<file path="config.mk">
export PLATFORM = sky130hd
export DESIGN_NAME = imem_loader_flat
export DESIGN_NICKNAME = d
export VERILOG_FILES = /design/src/rtl/imem_loader_pkg.sv /design/src/rtl/imem_loader_if.sv /design/src/rtl/imem_loader_byte_packer.sv /design/src/rtl/imem_loader.sv /design/src/flat_wrapper.sv
export SDC_FILE = /design/constraint.sdc
export NUM_CORES = 1
export LEC_CHECK = 0
export BUFFER_PORTS_ARGS = -buffer_cell sky130_fd_sc_hd__clkbuf_2
export CORE_UTILIZATION = 32
export DETAILED_ROUTE_END_ITERATION = 10
export PLACE_DENSITY = 0.57
export RECOVER_POWER = 50
export SLEW_MARGIN = 5
export SYNTH_ARGS = -nofsm -noshare
export SYNTH_HDL_FRONTEND = slang
export SYNTH_SLANG_ARGS = --single-unit
export TNS_END_PERCENT = 20
</file>
<file path="constraint.sdc">
create_clock -name clk -period 2.8 [get_ports clk]
set_input_delay 0.14 -clock clk [delete_from_list [all_inputs] [get_ports clk]]
set_output_delay 0.14 -clock clk [all_outputs]
set_load 0.01 [all_outputs]
</file>
<file path="src/rtl/imem_loader_pkg.sv">
// Shared constants and the loader state encoding for the imem loader.
// The checksum stage is built only when IMEM_LOADER_CHECKSUM_EN is defined.
package imem_loader_pkg;
   localparam int WIDTH = 32;
   localparam int BYTES = WIDTH / 8;

   typedef enum logic [2:0] {
      S_HDR  = 3'd0,
      S_DATA = 3'd1,
      S_CSUM = 3'd2,
      S_RUN  = 3'd3,
      S_ERR  = 3'd4
   } state_t;
endpackage

</file>
<file path="src/rtl/imem_loader_if.sv">
// Byte stream in and imem write port out of the loader.
// The slave side is the loader; the master side is the stream source / memory model.
interface imem_loader_if #(parameter int ADDR_WIDTH = 8);
   import imem_loader_pkg::*;
   logic [7:0]            in_data;
   logic                  in_valid;
   logic                  in_ready;
   logic                  imem_we;
   logic [ADDR_WIDTH-1:0] imem_waddr;
   logic [WIDTH-1:0]      imem_wdata;

   modport master (output in_data, in_valid,
                   input  in_ready, imem_we, imem_waddr, imem_wdata);
   modport slave  (input  in_data, in_valid,
                   output in_ready, imem_we, imem_waddr, imem_wdata);
endinterface

</file>
<file path="src/rtl/imem_loader_byte_packer.sv">
// Little-endian 8->32 assembler; word_valid marks the cycle the 4th byte is taken,
// with the full word presented combinationally alongside it.
module byte_packer
   import imem_loader_pkg::*;
(
   input  logic             clk,
   input  logic             rst,
   input  logic             clear,
   input  logic             byte_en,
   input  logic [7:0]       byte_in,
   output logic [WIDTH-1:0] word,
   output logic             word_valid
);
   logic [1:0]       idx;
   logic [WIDTH-9:0] acc_q;

   always_ff @(posedge clk or negedge rst) begin
      if (!rst) begin
         idx   <= 2'd0;
         acc_q <= '0;
      end else if (clear) begin
         idx   <= 2'd0;
         acc_q <= '0;
      end else if (byte_en) begin
         idx <= idx + 2'd1;
         case (idx)
            2'd0:    acc_q[7:0]   <= byte_in;
            2'd1:    acc_q[15:8]  <= byte_in;
            2'd2:    acc_q[23:16] <= byte_in;
            default: ;
         endcase
      end
   end

   assign word       = {byte_in, acc_q};
   assign word_valid = byte_en && (idx == 2'd3);
endmodule

</file>
<file path="src/rtl/imem_loader.sv">
// Streams a program image into instruction memory, holding the core in reset until done.
// Define IMEM_LOADER_CHECKSUM_EN to require a trailing XOR checksum word.
module imem_loader
   import imem_loader_pkg::*;
#(
   parameter int ADDR_WIDTH = 8
) (
   input  logic         clk,
   input  logic         rst,
   input  logic         load_req,
   imem_loader_if.slave bus,
   output logic         core_rst,
   output logic         done,
   output logic         error
);
   localparam logic [WIDTH-1:0]      ONE      = {{(WIDTH-1){1'b0}}, 1'b1};
   localparam logic [WIDTH-1:0]      CAPACITY = ONE << ADDR_WIDTH;
   localparam logic [ADDR_WIDTH:0]   CNT_ONE  = {{ADDR_WIDTH{1'b0}}, 1'b1};
`ifdef IMEM_LOADER_CHECKSUM_EN
   localparam state_t AFTER_DATA = S_CSUM;
`else
   localparam state_t AFTER_DATA = S_RUN;
`endif

   state_t                state;
   logic [WIDTH-1:0]      nwords;
   logic [ADDR_WIDTH:0]   wcnt;
   logic                  we_q;
   logic [ADDR_WIDTH-1:0] waddr_q;
   logic [WIDTH-1:0]      wdata_q;
   logic                  accept, word_valid, last_word;
   logic [WIDTH-1:0]      word;
`ifdef IMEM_LOADER_CHECKSUM_EN
   logic [WIDTH-1:0]      csum_q;
`endif

   // A restart request blocks the byte so it can't leak into the new image.
   assign bus.in_ready = (state == S_HDR || state == S_DATA || state == S_CSUM) && !load_req;
   assign accept       = bus.in_valid && bus.in_ready;
   assign last_word    = ({{(WIDTH-ADDR_WIDTH-1){1'b0}}, wcnt} == nwords - ONE);

   byte_packer u_packer (
      .clk        (clk),
      .rst        (rst),
      .clear      (load_req),
      .byte_en    (accept),
      .byte_in    (bus.in_data),
      .word       (word),
      .word_valid (word_valid)
   );

   always_ff @(posedge clk or negedge rst) begin
      if (!rst) begin
         state    <= S_HDR;
         nwords   <= '0;
         wcnt     <= '0;
         we_q     <= 1'b0;
         waddr_q  <= '0;
         wdata_q  <= '0;
         core_rst <= 1'b1;
         done     <= 1'b0;
         error    <= 1'b0;
`ifdef IMEM_LOADER_CHECKSUM_EN
         csum_q   <= '0;
`endif
      end else begin
         we_q     <= 1'b0;
         // Lags the state by one cycle so the final write lands before release.
         done     <= (state == S_RUN);
         core_rst <= (state != S_RUN);
         if (load_req) begin
            state    <= S_HDR;
            nwords   <= '0;
            wcnt     <= '0;
            waddr_q  <= '0;
            core_rst <= 1'b1;
            done     <= 1'b0;
            error    <= 1'b0;
`ifdef IMEM_LOADER_CHECKSUM_EN
            csum_q   <= '0;
`endif
         end else begin
            case (state)
               S_HDR: if (word_valid) begin
                  nwords  <= word;
                  wcnt    <= '0;
                  waddr_q <= '0;
                  if (word > CAPACITY) begin
                     state <= S_ERR;
                     error <= 1'b1;
                  end else if (word == '0) begin
                     state <= AFTER_DATA;
                  end else begin
                     state <= S_DATA;
                  end
               end
               S_DATA: if (word_valid) begin
                  we_q    <= 1'b1;
                  waddr_q <= wcnt[ADDR_WIDTH-1:0];
                  wdata_q <= word;
                  wcnt    <= wcnt + CNT_ONE;
`ifdef IMEM_LOADER_CHECKSUM_EN
                  csum_q  <= csum_q ^ word;
`endif
                  if (last_word) state <= AFTER_DATA;
               end
`ifdef IMEM_LOADER_CHECKSUM_EN
               S_CSUM: if (word_valid) begin
                  if (word == csum_q) begin
                     state <= S_RUN;
                  end else begin
                     state <= S_ERR;
                     error <= 1'b1;
                  end
               end
`endif
               S_RUN: ;
               S_ERR: error <= 1'b1;
               default: state <= S_HDR;
            endcase
         end
      end
   end

   assign bus.imem_we    = we_q;
   assign bus.imem_waddr = waddr_q;
   assign bus.imem_wdata = wdata_q;
endmodule

</file>
<file path="src/flat_wrapper.sv">
// flat-port wrapper written by rule: the top's interface ports become plain ports
module imem_loader_flat import imem_loader_pkg::*;
#(
   parameter int ADDR_WIDTH = 8
)
  (clk, rst, load_req, core_rst, done, error, bus_in_data, bus_in_valid, bus_in_ready, bus_imem_we, bus_imem_waddr, bus_imem_wdata);
  imem_loader_if #(.ADDR_WIDTH(ADDR_WIDTH)) bus_i ();
  input  logic clk;
  input  logic rst;
  input  logic load_req;
  output logic core_rst;
  output logic done;
  output logic error;
  input wire logic [$bits(bus_i.in_data)-1:0] bus_in_data;
  input wire logic [$bits(bus_i.in_valid)-1:0] bus_in_valid;
  output wire logic [$bits(bus_i.in_ready)-1:0] bus_in_ready;
  output wire logic [$bits(bus_i.imem_we)-1:0] bus_imem_we;
  output wire logic [$bits(bus_i.imem_waddr)-1:0] bus_imem_waddr;
  output wire logic [$bits(bus_i.imem_wdata)-1:0] bus_imem_wdata;
  assign bus_i.in_data = bus_in_data;
  assign bus_i.in_valid = bus_in_valid;
  assign bus_in_ready = bus_i.in_ready;
  assign bus_imem_we = bus_i.imem_we;
  assign bus_imem_waddr = bus_i.imem_waddr;
  assign bus_imem_wdata = bus_i.imem_wdata;
  imem_loader #(.ADDR_WIDTH(ADDR_WIDTH)) u_core (.clk(clk), .rst(rst), .load_req(load_req), .bus(bus_i), .core_rst(core_rst), .done(done), .error(error));
endmodule
</file>
# ---- Word-level counts from Yosys, hierarchy flattened
# Cells that the tools add are included.
dict set report classes {
  addsub 3
  order_cmp 1
  n_eq_ne 14
  n_mux 34
  bitwise 1
  reduce_logical 26
}
# operator n
set ops {}
lappend ops {{32-bit two-way mux} 3}
lappend ops {{24-bit two-way mux} 2}
lappend ops {{8-bit two-way mux} 6}
lappend ops {{9-bit by 32-bit == test with 1-bit output} 1}
lappend ops {{32-bit by 9-bit > comparator with 1-bit output (second input constant)} 1}
lappend ops {{32-bit zero test} 1}
lappend ops {{32-bit by 1-bit subtractor with 32-bit output (second input constant)} 1}
lappend ops {{9-bit two-way mux} 3}
lappend ops {{9-bit case mux with 2 select lines} 1}
lappend ops {{8-bit case mux with 2 select lines} 1}
lappend ops {{3-bit two-way mux} 5}
lappend ops {{2-bit nonzero test} 6}
lappend ops {{9-bit by 1-bit adder with 9-bit output (second input constant)} 1}
lappend ops {{3-bit != test (second input constant)} 3}
lappend ops {{3-bit case mux with 3 select lines} 1}
lappend ops {{3-bit AND reduction} 3}
lappend ops {{1-bit two-way mux} 8}
lappend ops {{2-bit AND reduction} 4}
lappend ops {{3-bit by 2-bit == test with 1-bit output (second input constant)} 2}
lappend ops {{2-bit two-way mux} 3}
lappend ops {{3-bit by 2-bit != test with 1-bit output (second input constant)} 2}
lappend ops {{3-bit nonzero test} 2}
lappend ops {{2-bit == test (second input constant)} 2}
lappend ops {{4-bit AND reduction} 1}
lappend ops {{13 further kinds} 16}
dict set report totals {
  regBits 114
  input_bits 12
  out_inout_bits 45
  word_cells 92
}

# ---- Longest topological paths before layout
# Gate-level depths: netlist of the first run.
dict set report logic_depth {
  ltp_word 9
  ltp_mapped 10
  ltp_nobuf 8
}

# ---- Cells and area by module
# Synthesis of the first run repeated with hierarchy kept, for this count alone.
dict set report unflattened {
  hier_cells 525
  hier_area_um2 5371.4
}
# module instances cells_each area_per_inst_um2 seq_area_each_um2
set by_module_without_submodules {}
lappend by_module_without_submodules {imem_loader 1 415 4068.9 2203.4}
lappend by_module_without_submodules {byte_packer 1 110 1302.5 650.6}

# ---- Worst setup path after synthesis of the first run
# OpenSTA, ideal clock, no wires.
dict set report synth_path {
  path_type {reg2reg}
  startpoint {register u_core.nwords[0]}
  endpoint {register u_core.state[1]}
  setup_ns 0.076
  arrival_time_ns 2.696
  t_required_ns 2.724
  slack_ns 0.028
  stages_incl_launch_ff 11
  path_buffers 2
  synth_period_minus_slack_ns 2.772
  path_cell_list {dfrtp_1 clkbuf_1 inv_1 ha_1 or3b_2 clkbuf_1 or4_1 a31oi_1 a31oi_1 or4_1 o21ai_1}
}
dict set report synth_between {
  elab_chain_len 4
}
# element line
set synth_lines {}
lappend synth_lines {{from (decl)} imem_loader.sv:26} ;# logic [WIDTH-1:0] nwords;
lappend synth_lines {{from (signal assigned)} imem_loader.sv:85} ;# nwords <= word;
lappend synth_lines {{32-bit by 1-bit subtractor with 32-bit output} imem_loader.sv:40} ;# assign last_word = ({{(WIDTH-ADDR_WIDTH-1){1'b0}}, wcnt} == nwords - ONE);
lappend synth_lines {{9-bit by 32-bit == test with 1-bit output} imem_loader.sv:40}
lappend synth_lines {{3-bit by 2-bit != test with 1-bit output (no line)} --}
lappend synth_lines {{4-bit AND reduction (no line)} --}
lappend synth_lines {{to (signal assigned)} imem_loader.sv:54} ;# state <= S_HDR;
lappend synth_lines {{to (signal assigned)} imem_loader.sv:72} ;# state <= S_HDR;
lappend synth_lines {{to (signal assigned)} imem_loader.sv:89} ;# state <= S_ERR;
lappend synth_lines {{to (decl)} imem_loader.sv:25} ;# state_t state;
# Every way passes these cells.
# A chain may end at the register's enable or synchronous reset.

# ---- Final worst setup path of the first run
dict set report layout_path {
  startpoint {register u_core.nwords[4]}
  endpoint {register u_core.state[1]}
}
# The elaborated chain is that of the path after synthesis.

==> summary.md, run 1 <==
| Metric | Value |
|---|---|
| Hold path start | `bus_in_data[7]` |
| Hold Path Class | `input pin to register` |
| Post-synthesis mux area share | `0.3785%` |
| Tightest hold margin | `0.04972 ns` |
| Yosys cell types | `52` |
| WS Path Type | `register to register` |
| CP Launch Point | `u_core.nwords[4]` |
| Routed vias | `4439` |
| Synth cell count leaders | `nand2_1, dfrtp_1, clkbuf_1, o21ai_0, a21oi_1` |
| Clock transition at path regs | `0.05 ns` |
| RSZ-0062 raised after global routing | `false` |
| Worst setup EP type | `register` |
| Sequential area share after synthesis | `53.96%` |
| Placed cell count | `827` |
| Detailed Route Iter0 Violations | `241` |
| Nets | `649` |
| Vias in the first global route | `4383` |
| Syn_area_per_cell | `9.134 um^2` |
| WL/cell | `16.35 um` |
| Synth Area in Adders | `1.419%` |
| Post-synth EDFFs | `0` |
| Largest family of logic cells by synthesized area | `simple AND/OR/NAND/NOR gates` |
| R2R Path Start | `u_core.nwords[4]` |
| Max-cap violations | `1` |
| Core footprint | `0.01600 mm^2` |
| Final Wtd Congestion | `0.9421` |
| Syn Inst Count | `579` |
| Synthesized area | `0.005289 mm^2` |
| Final WL | `14.05 mm` |
| Yosys reg bits | `114` |
| Compound-Gate Fraction of Synth Area | `14.24%` |
| Cell taking the most area after synthesis | `dfrtp_1` |
| Synthesized Nets | `597` |
| Maximum VDD drop | `0.0002976 V` |
| Total GRT Usage | `17.75%` |
| Synth area leaders | `dfrtp_1, nand2_1, a22o_1, o21ai_0, a21oi_1` |
| Slew HR | `-41.19%` |
| Clk sinks | `114` |
| Post-layout util | `40.15%` |
| Post-CTS Setup Inserts | `0` |
| Top-area cell type share of the netlist area | `53.47%` |
| Setup WS pre-CTS | `0.1645 ns` |
| Critical path fanouts, max | `9` |
| Final WS setup | `0.2796 ns` |
| Final hold vios | `0` |
| Antenna violations before repair | `0` |
| Run status | `complete, but fails checks` |
| Die Ht | `130.6 um` |
| Full die area | `0.01705 mm^2` |
| Initial core utilization | `33.05%` |
| Layout cells sized above 1 | `9.953%` |
| Setup TNS Final | `0 ns` |
| PwrDens | `664.5 mW/mm^2` |
| Post-placement cell area | `0.005827 mm^2` |
| Chip Width | `130.6 um` |
| Slew Viols, Final | `39` |
| Antenna cells | `0` |
| Non-Filler Instances | `859` |
| Cts bufs inserted | `17` |
| Max frequency | `396.8 MHz` |
| CTS H-tree depth | `4` |
| DRT antenna net count | `0` |
| Synthesized-area fraction occupied by xor and xnor cells | `1.656%` |
| Slew @ Worst Pin | `2.118 ns` |
| Async S/R FF share, synth | `100.0%` |
| # fillers | `1658` |
| Root buffer cell | `clkbuf_16` |
| Minimum clock period | `2.520 ns` |
| Via density per instance | `5.168` |
| Ports | `57` |
| # DRC | `0` |
| Prevailing post-synth register cell | `dfrtp_1` |
| Setup violations, final | `0` |
| Crit path launch type | `register` |
| Simple-Gate Fraction of Synth Area | `24.82%` |
| Clk buf depth | `2` |
| Area delta synth->final | `21.46%` |
| Row cnt | `46` |
| Setup Skew | `0.006913 ns` |
| WP data required | `3.13 ns` |
| Largest net degree at the start of global routing | `47` |
| CTS tree | `built` |
| GR Overflow Total | `0` |
| Global-route wire length before repair | `23.08 mm` |
| DR pass1 iterations | `5` |
| HPWL Detailed | `9.799 mm` |
| Tcrit/Tclk final | `90.02%` |
| Top-count cell post-synth | `nand2_1` |
| Clk_lat worst skew | `0.40 ns` |
| Final instance area | `0.006424 mm^2` |
| # port buffers | `56` |
| Failing checks | `capacitance limit, slew limit` |
| Overall power | `4.269 mW` |
| Leakage power | `3.005 nW` |
| Yosys warns | `0` |
| WP data arrival | `2.85 ns` |
-- area by class of cell --
type | count | area (um^2) | share of cell area (%)
multi-input combinational | 418 | 2258 | 35.16
inverter | 9 | 33.78 | 0.5259
tap | 216 | 270.3 | 4.207
clock buffer | 21 | 460.4 | 7.168
sequential | 114 | 2854 | 44.43
timing repair buffer | 71 | 365.4 | 5.688
clock inverter | 10 | 181.4 | 2.824
-- layer usage --
metal / vias to the layer above / share of wire, % / track usage (%)
li1: 2126 / - / -
met1: 2169 / 47 / 24.55
met2: 127 / 47 / 27.51
met3: 17 / 4.7 / 3.135
met4: 0 / 1.5 / 7.235
met5: - / 0 / 0
-- critical path, cell delays in order (launching register included) --
cell and delay, ns:
dfrtp_1 0.46, or4_1 0.59, or4_1 0.51, a31oi_1 0.18, a31oi_1 0.06, or4_1 0.51
o21ai_1 0.13
-- where the power goes --
| part | internal [mW] | total (mW) | switching [mW] |
|---|---|---|---|
| logic | 0.0653 | 0.215 | 0.149 |
| registers | 1.68 | 1.71 | 0.0300 |
| clock network | 1.62 | 2.35 | 0.731 |
| total | 3.36 | 4.27 | 0.911 |
-- cells by family after synthesis --
kind of cell               after synthesis
AOI/OAI and AO/OA                      116
DFF                                    114
and+or+nand+nor                        284
buffers and inverters                   47
adders and majority gates                6
muxes                                    2
xor gates and xnor gates                10
-- final timing paths --
kind / end / slack (ns) / cells past startpoint
min in group asynchronous: u_core.u_packer.acc_q[6] / 0.89 / 2
min: u_core.bus.imem_wdata[31] / 0.05 / 3
max: u_core.state[1] / 0.28 / 6
max in group asynchronous: u_core.nwords[3] / 0.54 / 3
min reg2reg: u_core.bus.imem_wdata[23] / 0.47 / 2
max reg2reg: u_core.state[1] / 0.28 / 6
-- registers in the layout, indices dropped and copies added (netlist names) --
| name | flops |
|---|---|
| u_core.bus.imem_wdata | 32 |
| u_core.nwords | 32 |
| u_core.u_packer.acc_q | 24 |
| u_core.wcnt | 9 |
| u_core.bus.imem_waddr | 8 |
| u_core.state | 3 |
| u_core.u_packer.idx | 2 |
| u_core.bus.imem_we | 1 |
| u_core.core_rst | 1 |
| u_core.done | 1 |
| u_core.error | 1 |
-- cell usage in the layout, fill, tap and decap left out, types with 6 or more instances in the layout --
cell       Yosys  routed
a21oi_1       30      30
a22o_1        29      29
buf_4          0      12
clkbuf_1      34      46
clkbuf_16      0      17
clkbuf_2       0      12
dfrtp_1      113     113
ha_1           6       6
inv_1          9       9
nand2_1      153     153
nand2b_1      15      15
nand3_1       27      27
nand4_1        8       8
nor2_1        29      28
nor3_1        11      10
nor4_1        15      15
o21ai_0       34      34
or4_1          7       7
-- what timing repair did --
| item | in CTS | in global routing |
|---|---|---|
| setup endpoints to repair | 0 | 1 |
| hold buffers | 1 | 0 |
| gates resized for setup | 0 | 1 |
| hold endpoints to repair | 37 | 0 |
Note: power is estimated with default switching activity, not from simulation.
==> run 2, diff against run 1 <==
- RECOVER_POWER: 50 -> default
==> run 2 against run 1 <==
  * Non-clock buffer count unchanged
  * Final area increased by 0.90%
  * Clock skew about the same
  * Highest routed layer unchanged
  * Power about the same
  * Die area unchanged
  * The run now ends clean
  * Core utilization increased by 0.36 points
  * Via count about the same
==> summary.md, run 2 (same netlist as run 1, synthesis figures left out) <==
| Metric | Value |
|---|---|
| Tcrit/Tclk final | `90.02%` |
| Detailed Route Iter0 Violations | `223` |
| Critical path fanouts, max | `6` |
| Tightest hold margin | `0.05586 ns` |
| Die Ht | `130.6 um` |
| Clk_lat worst skew | `0.41 ns` |
| RSZ-0062 raised after global routing | `false` |
| Post-placement cell area | `0.005827 mm^2` |
| Placed cell count | `827` |
| Antenna cells | `0` |
| Row cnt | `46` |
| WP data arrival | `2.85 ns` |
| Root buffer cell | `clkbuf_16` |
| Clk sinks | `114` |
| Full die area | `0.01705 mm^2` |
| Vias in the first global route | `4383` |
| Largest net degree at the start of global routing | `47` |
| Global-route wire length before repair | `23.08 mm` |
| Post-CTS Setup Inserts | `0` |
| Worst Hold Depth | `3` |
| Setup violations, final | `0` |
| Minimum clock period | `2.520 ns` |
| Area delta synth->final | `22.55%` |
| Worst Reg2Reg Path Length in Cells | `7` |
| Max frequency | `396.8 MHz` |
| DRT antenna net count | `0` |
| Overall power | `4.266 mW` |
| Ports | `57` |
| HPWL Detailed | `9.799 mm` |
| WS Path Type | `register to register` |
| Most frequent cells in the layout | `nand2_1, dfrtp_1, clkbuf_2, o21ai_0, a21oi_1` |
| Reg2reg setup slack | `0.28 ns` |
| Slew Viols, Final | `0` |
| Setup Skew | `0.006979 ns` |
| FF-to-FF End | `u_core.state[1]` |
| Final Wtd Congestion | `0.9421` |
| Sequential cell area | `0.002854 mm^2` |
| Hold Path Class | `input pin to register` |
| # fillers | `1647` |
| Worst setup EP type | `register` |
| Antenna violations before repair | `0` |
| CTS H-tree depth | `4` |
| R2R Path Start | `u_core.nwords[0]` |
| DR pass1 iterations | `5` |
| Via density per instance | `5.169` |
| Slew HR | `28.10%` |
| Final hold vios | `0` |
| # DRC | `0` |
| Leakage power | `3.158 nW` |
| GR Overflow Total | `0` |
| Maximum VDD drop | `0.0002986 V` |
| PwrDens | `658.3 mW/mm^2` |
| Routed vias | `4440` |
| WP data required | `3.13 ns` |
| Non-Filler Instances | `859` |
| WL/cell | `16.36 um` |
| Initial core utilization | `33.05%` |
| Combined area of the multi-input logic cells | `0.002258 mm^2` |
| Cts bufs inserted | `17` |
| Hold worst-path end | `u_core.bus.imem_wdata[31]` |
| CTS tree | `built` |
| Crit path launch type | `register` |
| Final WL | `14.05 mm` |
| Final instance area | `0.006481 mm^2` |
| Hold path start | `bus_in_data[7]` |
| Clk buf depth | `2` |
| # port buffers | `56` |
| Chip Width | `130.6 um` |
| Clock transition at path regs | `0.05 ns` |
| Most common cell after layout, fill and taps aside | `nand2_1` |
| Slew @ Worst Pin | `1.075 ns` |
| Setup TNS Final | `0 ns` |
| Total GRT Usage | `17.75%` |
| Run status | `finished clean` |
| Core footprint | `0.01600 mm^2` |
| Nets | `649` |
| Layout cells sized above 1 | `16.80%` |
| Max-cap violations | `0` |
## run 2: changes by cell type in the layout (fill, tap and decap cells not counted)
cell	previous run	this run
buf_4	12	13
clkbuf_1	46	2
clkbuf_2	12	55
## run 2: how the worst max path moves through the flow
| stage | to | start |
|---|---|---|
| global route | u_core.state[1] | u_core.nwords[1] |
| finish | u_core.state[1] | u_core.nwords[0] |
| detailed placement | u_core.state[1] | u_core.nwords[1] |
| CTS | u_core.state[1] | u_core.nwords[1] |
| global placement | u_core.state[1] | u_core.nwords[1] |
| floorplan | u_core.state[1] | u_core.nwords[0] |
## run 2: through the flow
stage	worst slack, ns	util (%)
final	0.2795	40.51
after global routing	0.1008	40.51
after CTS	0.1633	40.49
after detailed placement	0.1645	36.42
after global placement	0.2179	36.42
after floorplan	0.02784	-
## run 2: timing repair
item / 4_1_cts / 5_1_grt
setup endpoints to repair: 0 / 1
hold endpoints to repair: 37 / 0
gates resized for setup: 0 / 1
hold buffers: 1 / 0
## run 2: routing by layer
layer  wire (um)  vias up  GRT usage (%)
met2        6696      116          27.51
met5           0        -              0
met4         197        0          7.235
li1            -     2125              -
met3         734       18          3.135
met1        6423     2181          24.55
## run 2: final cells by class
| cell class | count | area share, % |
|---|---|---|
| Clock buffer | 21 | 7.104 |
| Sequential cell | 114 | 44.03 |
| Tap cell | 216 | 4.170 |
| Inverter | 9 | 0.5212 |
| Clock inverter | 10 | 2.799 |
| Timing Repair Buffer | 71 | 6.525 |
| Multi-Input combinational cell | 418 | 34.85 |
## run 2: worst max-delay path, cell delays in order (launching register included)
cell	delay [ns]
dfrtp_1	0.38
buf_4	0.16
or4_1	0.65
o21ai_0	0.23
o311ai_0	0.17
a31o_2	0.24
or4_1	0.49
o21ai_1	0.13
## run 2: power breakdown
part           switching [mW]  internal (mW)
logic                   0.150         0.0659
registers              0.0300           1.68
clock network           0.729           1.62
